**src/rtl/nn_param_loader.sv**
```systemverilog
// ---------------------------------------------------------------------------
// nn_param_loader: streams weights/biases from one word stream into the 4-layer NN datapath.
// Revision: 1.0
// ---------------------------------------------------------------------------
`default_nettype none

module nn_param_loader #(
  parameter int DATA_WIDTH = 32,
  parameter int L1_NN = 30,
  parameter int L1_NW = 784,
  parameter int L2_NN = 30,
  parameter int L2_NW = 30,
  parameter int L3_NN = 10,
  parameter int L3_NW = 30,
  parameter int L4_NN = 10,
  parameter int L4_NW = 10
) (
  input  logic                  clk,
  input  logic                  rst,
  input  logic                  start,
  input  logic                  abort,
  input  logic [DATA_WIDTH-1:0] load_data,
  input  logic                  load_valid,
  output logic                  load_ready,
  output logic [31:0]           config_layer_num,
  output logic [31:0]           config_neuron_num,
  output logic [31:0]           weightValue,
  output logic                  weightValid,
  output logic [31:0]           biasValue,
  output logic                  biasValid,
  output logic                  busy,
  output logic                  done
);

  function automatic int max2(input int a, input int b);
    return (a > b) ? a : b;
  endfunction

  localparam int c_MAX_NW = max2(max2(L1_NW, L2_NW), max2(L3_NW, L4_NW));
  localparam int c_MAX_NN = max2(max2(L1_NN, L2_NN), max2(L3_NN, L4_NN));
  localparam int c_NW_W   = ($clog2(c_MAX_NW) < 1) ? 1 : $clog2(c_MAX_NW);
  localparam int c_NN_W   = ($clog2(c_MAX_NN) < 1) ? 1 : $clog2(c_MAX_NN);

  typedef enum logic [2:0] {
    S_IDLE   = 3'd0,
    S_SETUP  = 3'd1,
    S_WEIGHT = 3'd2,
    S_BIAS   = 3'd3,
    S_DONE   = 3'd4
  } state_t;

  state_t              r_state;
  state_t              w_next;
  logic [1:0]          r_layer;      // 0..3 encodes layer 1..4
  logic [c_NN_W-1:0]   r_neuron;
  logic [c_NW_W-1:0]   r_wcnt;
  logic [31:0]         r_cfg_layer;
  logic [31:0]         r_cfg_neuron;
  logic [31:0]         r_wval;
  logic [31:0]         r_bval;
  logic                r_wvalid;
  logic                r_bvalid;
  logic                r_busy;
  logic                r_done;

  logic                w_hs;
  logic [c_NW_W-1:0]   w_nw_last;
  logic [c_NN_W-1:0]   w_nn_last;
  logic                w_wlast;
  logic                w_nlast;
  logic                w_llast;

  assign load_ready = (r_state == S_WEIGHT) || (r_state == S_BIAS);
  assign w_hs       = load_valid && load_ready;

  always_comb begin
    w_nw_last = c_NW_W'(L1_NW - 1);
    w_nn_last = c_NN_W'(L1_NN - 1);
    case (r_layer)
      2'd1: begin
        w_nw_last = c_NW_W'(L2_NW - 1);
        w_nn_last = c_NN_W'(L2_NN - 1);
      end
      2'd2: begin
        w_nw_last = c_NW_W'(L3_NW - 1);
        w_nn_last = c_NN_W'(L3_NN - 1);
      end
      2'd3: begin
        w_nw_last = c_NW_W'(L4_NW - 1);
        w_nn_last = c_NN_W'(L4_NN - 1);
      end
      default: ;
    endcase
  end

  assign w_wlast = (r_wcnt == w_nw_last);
  assign w_nlast = (r_neuron == w_nn_last);
  assign w_llast = (r_layer == 2'd3);

  always_comb begin
    w_next = r_state;
    case (r_state)
      S_IDLE:   if (start) w_next = S_SETUP;
      S_SETUP:  w_next = S_WEIGHT;
      S_WEIGHT: if (w_hs && w_wlast) w_next = S_BIAS;
      S_BIAS:   if (w_hs) w_next = (w_nlast && w_llast) ? S_DONE : S_SETUP;
      S_DONE:   w_next = S_IDLE;
      default:  w_next = S_IDLE;
    endcase
    if (abort) w_next = S_IDLE;
  end

  always_ff @(posedge clk) begin
    if (rst) begin
      r_state      <= S_IDLE;
      r_layer      <= '0;
      r_neuron     <= '0;
      r_wcnt       <= '0;
      r_cfg_layer  <= 32'd1;
      r_cfg_neuron <= '0;
      r_wval       <= '0;
      r_bval       <= '0;
      r_wvalid     <= 1'b0;
      r_bvalid     <= 1'b0;
      r_busy       <= 1'b0;
      r_done       <= 1'b0;
    end else begin
      r_state  <= w_next;
      r_busy   <= (w_next != S_IDLE);
      r_done   <= (r_state == S_DONE) && !abort;
      r_wvalid <= 1'b0;
      r_bvalid <= 1'b0;
      if (abort) begin
        r_layer      <= '0;
        r_neuron     <= '0;
        r_wcnt       <= '0;
        r_cfg_layer  <= 32'd1;
        r_cfg_neuron <= '0;
      end else begin
        // config trails the counters so the bias strobe issued after BIAS keeps the old target
        r_cfg_layer  <= 32'(r_layer) + 32'd1;
        r_cfg_neuron <= 32'(r_neuron);
        if ((r_state == S_IDLE) && start) begin
          r_layer  <= '0;
          r_neuron <= '0;
          r_wcnt   <= '0;
        end
        if (w_hs && (r_state == S_WEIGHT)) begin
          r_wvalid <= 1'b1;
          r_wval   <= 32'(load_data);
          r_wcnt   <= w_wlast ? '0 : r_wcnt + c_NW_W'(1);
        end
        if (w_hs && (r_state == S_BIAS)) begin
          r_bvalid <= 1'b1;
          r_bval   <= 32'(load_data);
          r_wcnt   <= '0;
          if (w_nlast) begin
            r_neuron <= '0;
            r_layer  <= w_llast ? 2'd0 : r_layer + 2'd1;
          end else begin
            r_neuron <= r_neuron + c_NN_W'(1);
          end
        end
      end
    end
  end

  assign config_layer_num  = r_cfg_layer;
  assign config_neuron_num = r_cfg_neuron;
  assign weightValue       = r_wval;
  assign weightValid       = r_wvalid;
  assign biasValue         = r_bval;
  assign biasValid         = r_bvalid;
  assign busy              = r_busy;
  assign done              = r_done;

endmodule

`default_nettype wire
```
**config.mk**
```make
export PLATFORM = sky130hd
export DESIGN_NAME = nn_param_loader
export DESIGN_NICKNAME = d
export VERILOG_FILES = /design/src/rtl/nn_param_loader.sv
export SDC_FILE = /design/constraint.sdc
export NUM_CORES = 1
export LEC_CHECK = 0
export CORE_ASPECT_RATIO = 1.2
export CORE_UTILIZATION = 35
export CTS_CLUSTER_SIZE = 25
export DETAILED_ROUTE_END_ITERATION = 7
export HOLD_SLACK_MARGIN = 0.08
export PLACE_DENSITY = 0.79
export SYNTH_ARGS = -nofsm -noshare
export SYNTH_HDL_FRONTEND = slang
export SYNTH_SLANG_ARGS = --single-unit
```
**constraint.sdc**
```tcl
create_clock -name clk -period 2.33 [get_ports clk]
set_input_delay 0.3495 -clock clk [delete_from_list [all_inputs] [get_ports clk]]
set_output_delay 0.3495 -clock clk [all_outputs]
set_load 0.01 [all_outputs]
```
Word level (Yosys, flattened, before mapping)
Cells that the tools add are included.

Bitwise gates (word level): 1. Add/subtract/negate cells: 4. Eq/ne operators: 9. Multiplexer cells: 20. Reduce and logical (&&, ||, !) cells: 19.

Operator list (number): $mux W10 (3); $mux W5 (4); $pmux W10 S2 (1); $mux W3 (5); $pmux W3 S4 (1); $add A10 B1 Y10 const B (1); $eq A10 B10 Y1 (1); $mux W2 (4); $logic_and A1 B1 Y1 (7); $eq A3 B2 Y1 const B (2); $reduce_or A2 Y1 (3); $add A5 B1 Y5 const B (1); $eq A5 B5 Y1 (1); $eq A2 B2 Y1 const B (2); $reduce_and A2 Y1 (2); $reduce_bool A2 Y1 (2); $add A2 B1 Y3 const B (1); $eq A3 B1 Y1 const B (1); $eq A3 B3 Y1 const B (1); $logic_not A3 Y1 (1); $reduce_bool A3 Y1 (1); $reduce_or A3 Y1 (1); $add A2 B1 Y2 const B (1); $eq A2 B1 Y1 const B (1); 4 further kinds (5).

Bits in registers: 152. Logic and storage cells: 66. Input bits: 37.

Depth between registers and ports, before layout
Gate-level depths: netlist (run 1).

Depth after elaboration: 10. Depth in mapped cells: 6. Gate-level depth less buffers: 6.

Worst setup path before layout (run 1)
Ideal clock, no wire load.

Kind: register to register. Start: register r_layer[0]. End: register r_layer[0]. Arrival time: 1774 ps. Path buffers: 0. Path slack: 429 ps. Clock period less this slack: 1901 ps. Stages on the path, launching flop included: 7. Cells stage by stage: dfxtp_1 > inv_1 > ha_1 > or3b_1 > a2111oi_2 > mux2i_1 > nor2_1.

Word-level cells in the longest chain between the ends: 6. Elaborated cells between the ends (all ways): 10. Those cells by class: 1 x add/sub; 3 x eq/ne; 5 x mux; 1 x reduce/logical.

Ends and longest elaborated chain: start, declared (RTL line 54) `logic [1:0] r_layer;`; start signal, assigned (RTL line 159) `r_layer <= w_llast ? 2'd0 : r_layer + 2'd1;`; $eq A2 B2 Y1, on equally long branches (RTL line 79, 98); $reduce_or A2 Y1 (no line); $mux W5 (RTL line 79) `case (r_layer)`; $eq A5 B5 Y1 (RTL line 97) `assign w_nlast = (r_neuron == w_nn_last);`; $mux W2 (RTL line 157) `if (w_nlast) begin`; $mux W2 (*) (RTL line 153) `if (w_hs && (r_state == S_BIAS)) begin`.

Mark *: on every way between the ends. The rest lies on a longest branch, timed or not. A chain may end at the register's enable or synchronous reset.

Final worst setup path (run 1)
Start: register r_layer[0]. End: register r_neuron[4].

Word-level cells in the longest chain between the ends: 6. Elaborated cells between the ends (all ways): 7. Those cells by class: 3 x eq/ne; 3 x mux; 1 x reduce/logical.

Ends and longest elaborated chain: $eq A2 B2 Y1 (RTL line 79); $reduce_or A2 Y1 (no line) (*); $mux W5 (*) (RTL line 79); $eq A5 B5 Y1 (*) (RTL line 97); $mux W5 (*) (RTL line 157); $mux W5 (*) (RTL line 153); end signal, assigned (RTL line 161) `r_neuron <= r_neuron + c_NN_W'(1);`; end, declared (RTL line 55) `logic [c_NN_W-1:0] r_neuron;`.

Marks and branches as above.

==> results of run 1 <==
-- through the flow --
stage	instances	power, µW	utilization, %
finish	775	3510	49.6
global route	775	3620	49.6
CTS	775	3540	49.6
detailed placement	759	1870	46.6
global placement	759	1870	46.6
floorplan	558	1840	-
-- worst max-delay path, cell delays in order, from the launching register on --
cell and delay (ns):
sky130_fd_sc_hd__dfxtp_1 0.40, sky130_fd_sc_hd__inv_1 0.10, sky130_fd_sc_hd__ha_1 0.22, sky130_fd_sc_hd__or3b_1 0.42, sky130_fd_sc_hd__a211oi_1 0.58, sky130_fd_sc_hd__nor3_1 0.13, sky130_fd_sc_hd__o22a_1 0.21
-- flip-flops by register name, indices dropped and copies added (netlist names), 2 cells and up --
name,count
biasValue,32
weightValue,32
r_wcnt,10
config_neuron_num,5
r_neuron,5
config_layer_num,3
r_state,3
r_layer,2
-- layer usage --
metal / up-vias / GRT usage [%] / share of wire (%)
li1: 1784 / - / -
met1: 1693 / 17.8 / 39
met2: 171 / 31.1 / 53
met3: 15 / 3.99 / 6.6
met4: 0 / 7.16 / 2.1
met5: - / 0 / 0
-- cells in the final DEF (no fill, tap or decap), drive strengths merged, types with 3 or more instances in the layout --
| cell type | synthesis | routed |
|---|---|---|
| inv | 5 | 6 |
| a21oi | 67 | 67 |
| and3 | 3 | 3 |
| nor3 | 5 | 5 |
| clkdlybuf4s50 | 0 | 112 |
| clkinv | 0 | 3 |
| o21ai | 8 | 8 |
| conb | 1 | 56 |
| buf | 57 | 15 |
| dfxtp | 96 | 96 |
| nand2 | 151 | 151 |
| ha | 6 | 6 |
| bufinv | 0 | 3 |
| and2 | 8 | 8 |
| nand3 | 3 | 3 |
| or3 | 4 | 4 |
| xnor2 | 3 | 3 |
| nor2 | 13 | 13 |
| o311ai | 4 | 4 |
| or2 | 3 | 3 |
| nand4 | 4 | 4 |
| xor2 | 4 | 4 |
| mux2i | 3 | 3 |
| clkbuf | 23 | 9 |
-- cell type report --
cell class	count	area, µm²
Clock inverter	7	118
Multi-Input combinational cell	377	1860
Tap cell	154	193
Inverter	5	18.8
Clock buffer	9	225
Fill cell	1053	5670
Sequential cell	96	1920
Timing Repair Buffer	127	1240
-- cell families (layout without fill, tap and decap cells) --
family          count (synthesis)  after routing
simple gates                  211            211
flops                          96             96
compound gates                 94             94
buf+inv                        85            148
xor+xnor                        7              7
fa+ha+maj                       6              6
mux                             3              3
other cells                     1             56
-- worst paths after layout --
path                            startpoint             endpoint  slack, ns  depth (start not counted)
worst max-delay path            r_layer[0]          r_neuron[4]       0.16                          6
worst min-delay path            r_layer[0]  config_layer_num[0]       0.44                          1
worst max register to register  r_layer[0]          r_neuron[4]       0.16                          6
worst min register to register  r_layer[0]  config_layer_num[0]       0.44                          1
-- power by group through the flow --
stage                     combinational (µW)  clock (µW)  sequential [µW]
final                                    186        1670             1650
after global routing                     202        1760             1650
after CTS                                185        1700             1650
after detailed placement                 183           0             1690
after global placement                   182           0             1690
after floorplan                          153           0             1690
==> impl_metrics.toml, run 1 <==
[status]
run_status = "finished clean"

[die]
die_height_um = 121
die_width_um = 101
effective_utilization_at_floorplan_pct = 36.5
placementRows = 42
die_area_um2 = 12200
io_pins = 170
fp.coreArea_um2 = 11200

[synth]
mappedNetlistArea_um2 = 4110
synth_top_area_share_pct = 46.8
post_synth_num_cell_types = 48
post_synth_mux_area_share_pct = 0.731
syn-instance-count = 503
synthesis.area_per_instance_um2 = 8.16
synth_enable_flop_cells = 0
yosysMostFrequentCell = "sky130_fd_sc_hd__nand2_1"
post_synth_most_frequent_cells = "sky130_fd_sc_hd__nand2_1, sky130_fd_sc_hd__dfxtp_1, sky130_fd_sc_hd__a21oi_1"
compound_gate_fraction_of_synth_area_pct = 13.1
async_flop_share_pct = 0
synth_top_cell_by_area = "sky130_fd_sc_hd__dfxtp_1"
ys_ff_latch = 96
synth-warning-count = 0
synth.area.top_cells = "sky130_fd_sc_hd__dfxtp_1, sky130_fd_sc_hd__nand2_1, sky130_fd_sc_hd__buf_4"
simple_gate_portion_of_the_synthesized_area_pct = 22.8
dominant_combinational_cell_family_by_area_after_synthesis = "simple AND/OR/NAND/NOR gates"
synth_adder_area_share_pct = 1.83
synth.yosys.seq_area_share_pct = 46.8
synth-main-ff-cell = "sky130_fd_sc_hd__dfxtp_1"
fraction_of_synthesized_cell_area_in_xor_and_xnor_cells_pct = 1.49

[timing]
setup-tns-final_ns = 0
fin_hold_ws_ns = 0.443
finalHoldViolations = 0
grt_setup_unrepaired = "false"
timing.fmax_mhz = 461
final.setup_skew_ns = 0.00821
layout_worst_path_cycle_share_pct = 93.1
layout_setup_ws_ns = 0.162
finalSetupViolCount = 0
pins_over_their_slew_limit = 0
worstMarginPinSlew_ns = 0.616
slew_hr_pct = 58.7
finalCriticalPeriod_ns = 2.17

[power_and_ir_drop]
p_per_area_nw_per_um2 = 629
combinationalPowerShare_pct = 5.3
p_switching_uw = 734
seq_power_share_pct = 47.0
power.share.switching_pct = 20.9
power_report.internal_total_uw = 2780
leakage_uw = 0.00196
clock_power_share_pct = 47.7
worst_ir_drop_vdd_v = 0.000339

[routing]
vias = 3663
detail_route.wirelength_um = 10300
post-route-drc-count = 0
ant_nets = 0
vias_per_cell = 4.73
post_dr_wirelength_cell_um = 13.2
dr.pass1.iters = 4
drt_iter0_markers = 216

[final_layout]
drive_gt1_share_pct = 6.44
final_nets = 659
final_design_area_no_fill_um2 = 5580
syn_to_final_growth_pct = 35.9
n_antenna_cell = 0

[clock_tree]
clock_sinks = 96
clk_pin_slew_ns = 0.06
clkLatencyLatePin_ns = 0.34
hold_buf_count_cts = 0
cts_root_buffer = "sky130_fd_sc_hd__clkbuf_16"
post_cts_resized = 0
cts_buffers = 9
post-cts-setup-buffer-count = 0
clock_tree_from_tritoncts = "built"
clock_tree.htree_level_count = 3
cts.path.max_buffers = 2

[place]
globalplace.congestion = 0.802
dp.final_hpwl_um = 7560
dpl_worst_slack_ns = 0.107
placed_area_um2 = 5240
io_buffers = 113

[worst_setup_path]
setup.worst_path.end_class = "flop"
crit_fanout = 5
crit_path_start_kind = "flop"
crit_arrival_ns = 2.40
worst_ep_required_time_ns = 2.56
crit_type = "flop to flop"

[grt]
globalRouteOverflowTotal = 0
grt_usage_pct = 16.8
number_of_antenna_violations_at_the_first_check_in_global_routing = 0
first_global_vias = 3396
global_route_wire_length_before_repair_um = 15900
pin_count_of_the_biggest_net_entering_global_routing = 36

[job]
cap_violations = 0

[min_path]
timing.hold.worst.class = "flop to flop"
No activity file was read; power rests on OpenSTA's default activity.
==> inputs of run 2 (changes only) <==
--- a/config.mk
+++ b/config.mk
@@ -5,6 +5,7 @@
 export SDC_FILE = /design/constraint.sdc
 export NUM_CORES = 1
 export LEC_CHECK = 0
+export ABC_CLOCK_PERIOD_IN_PS = 2330
 export CORE_ASPECT_RATIO = 1.2
 export CORE_UTILIZATION = 35
 export CTS_CLUSTER_SIZE = 25
==> results of run 2 <==
The final DEF is identical to that of run 1; final timing and power are the same.
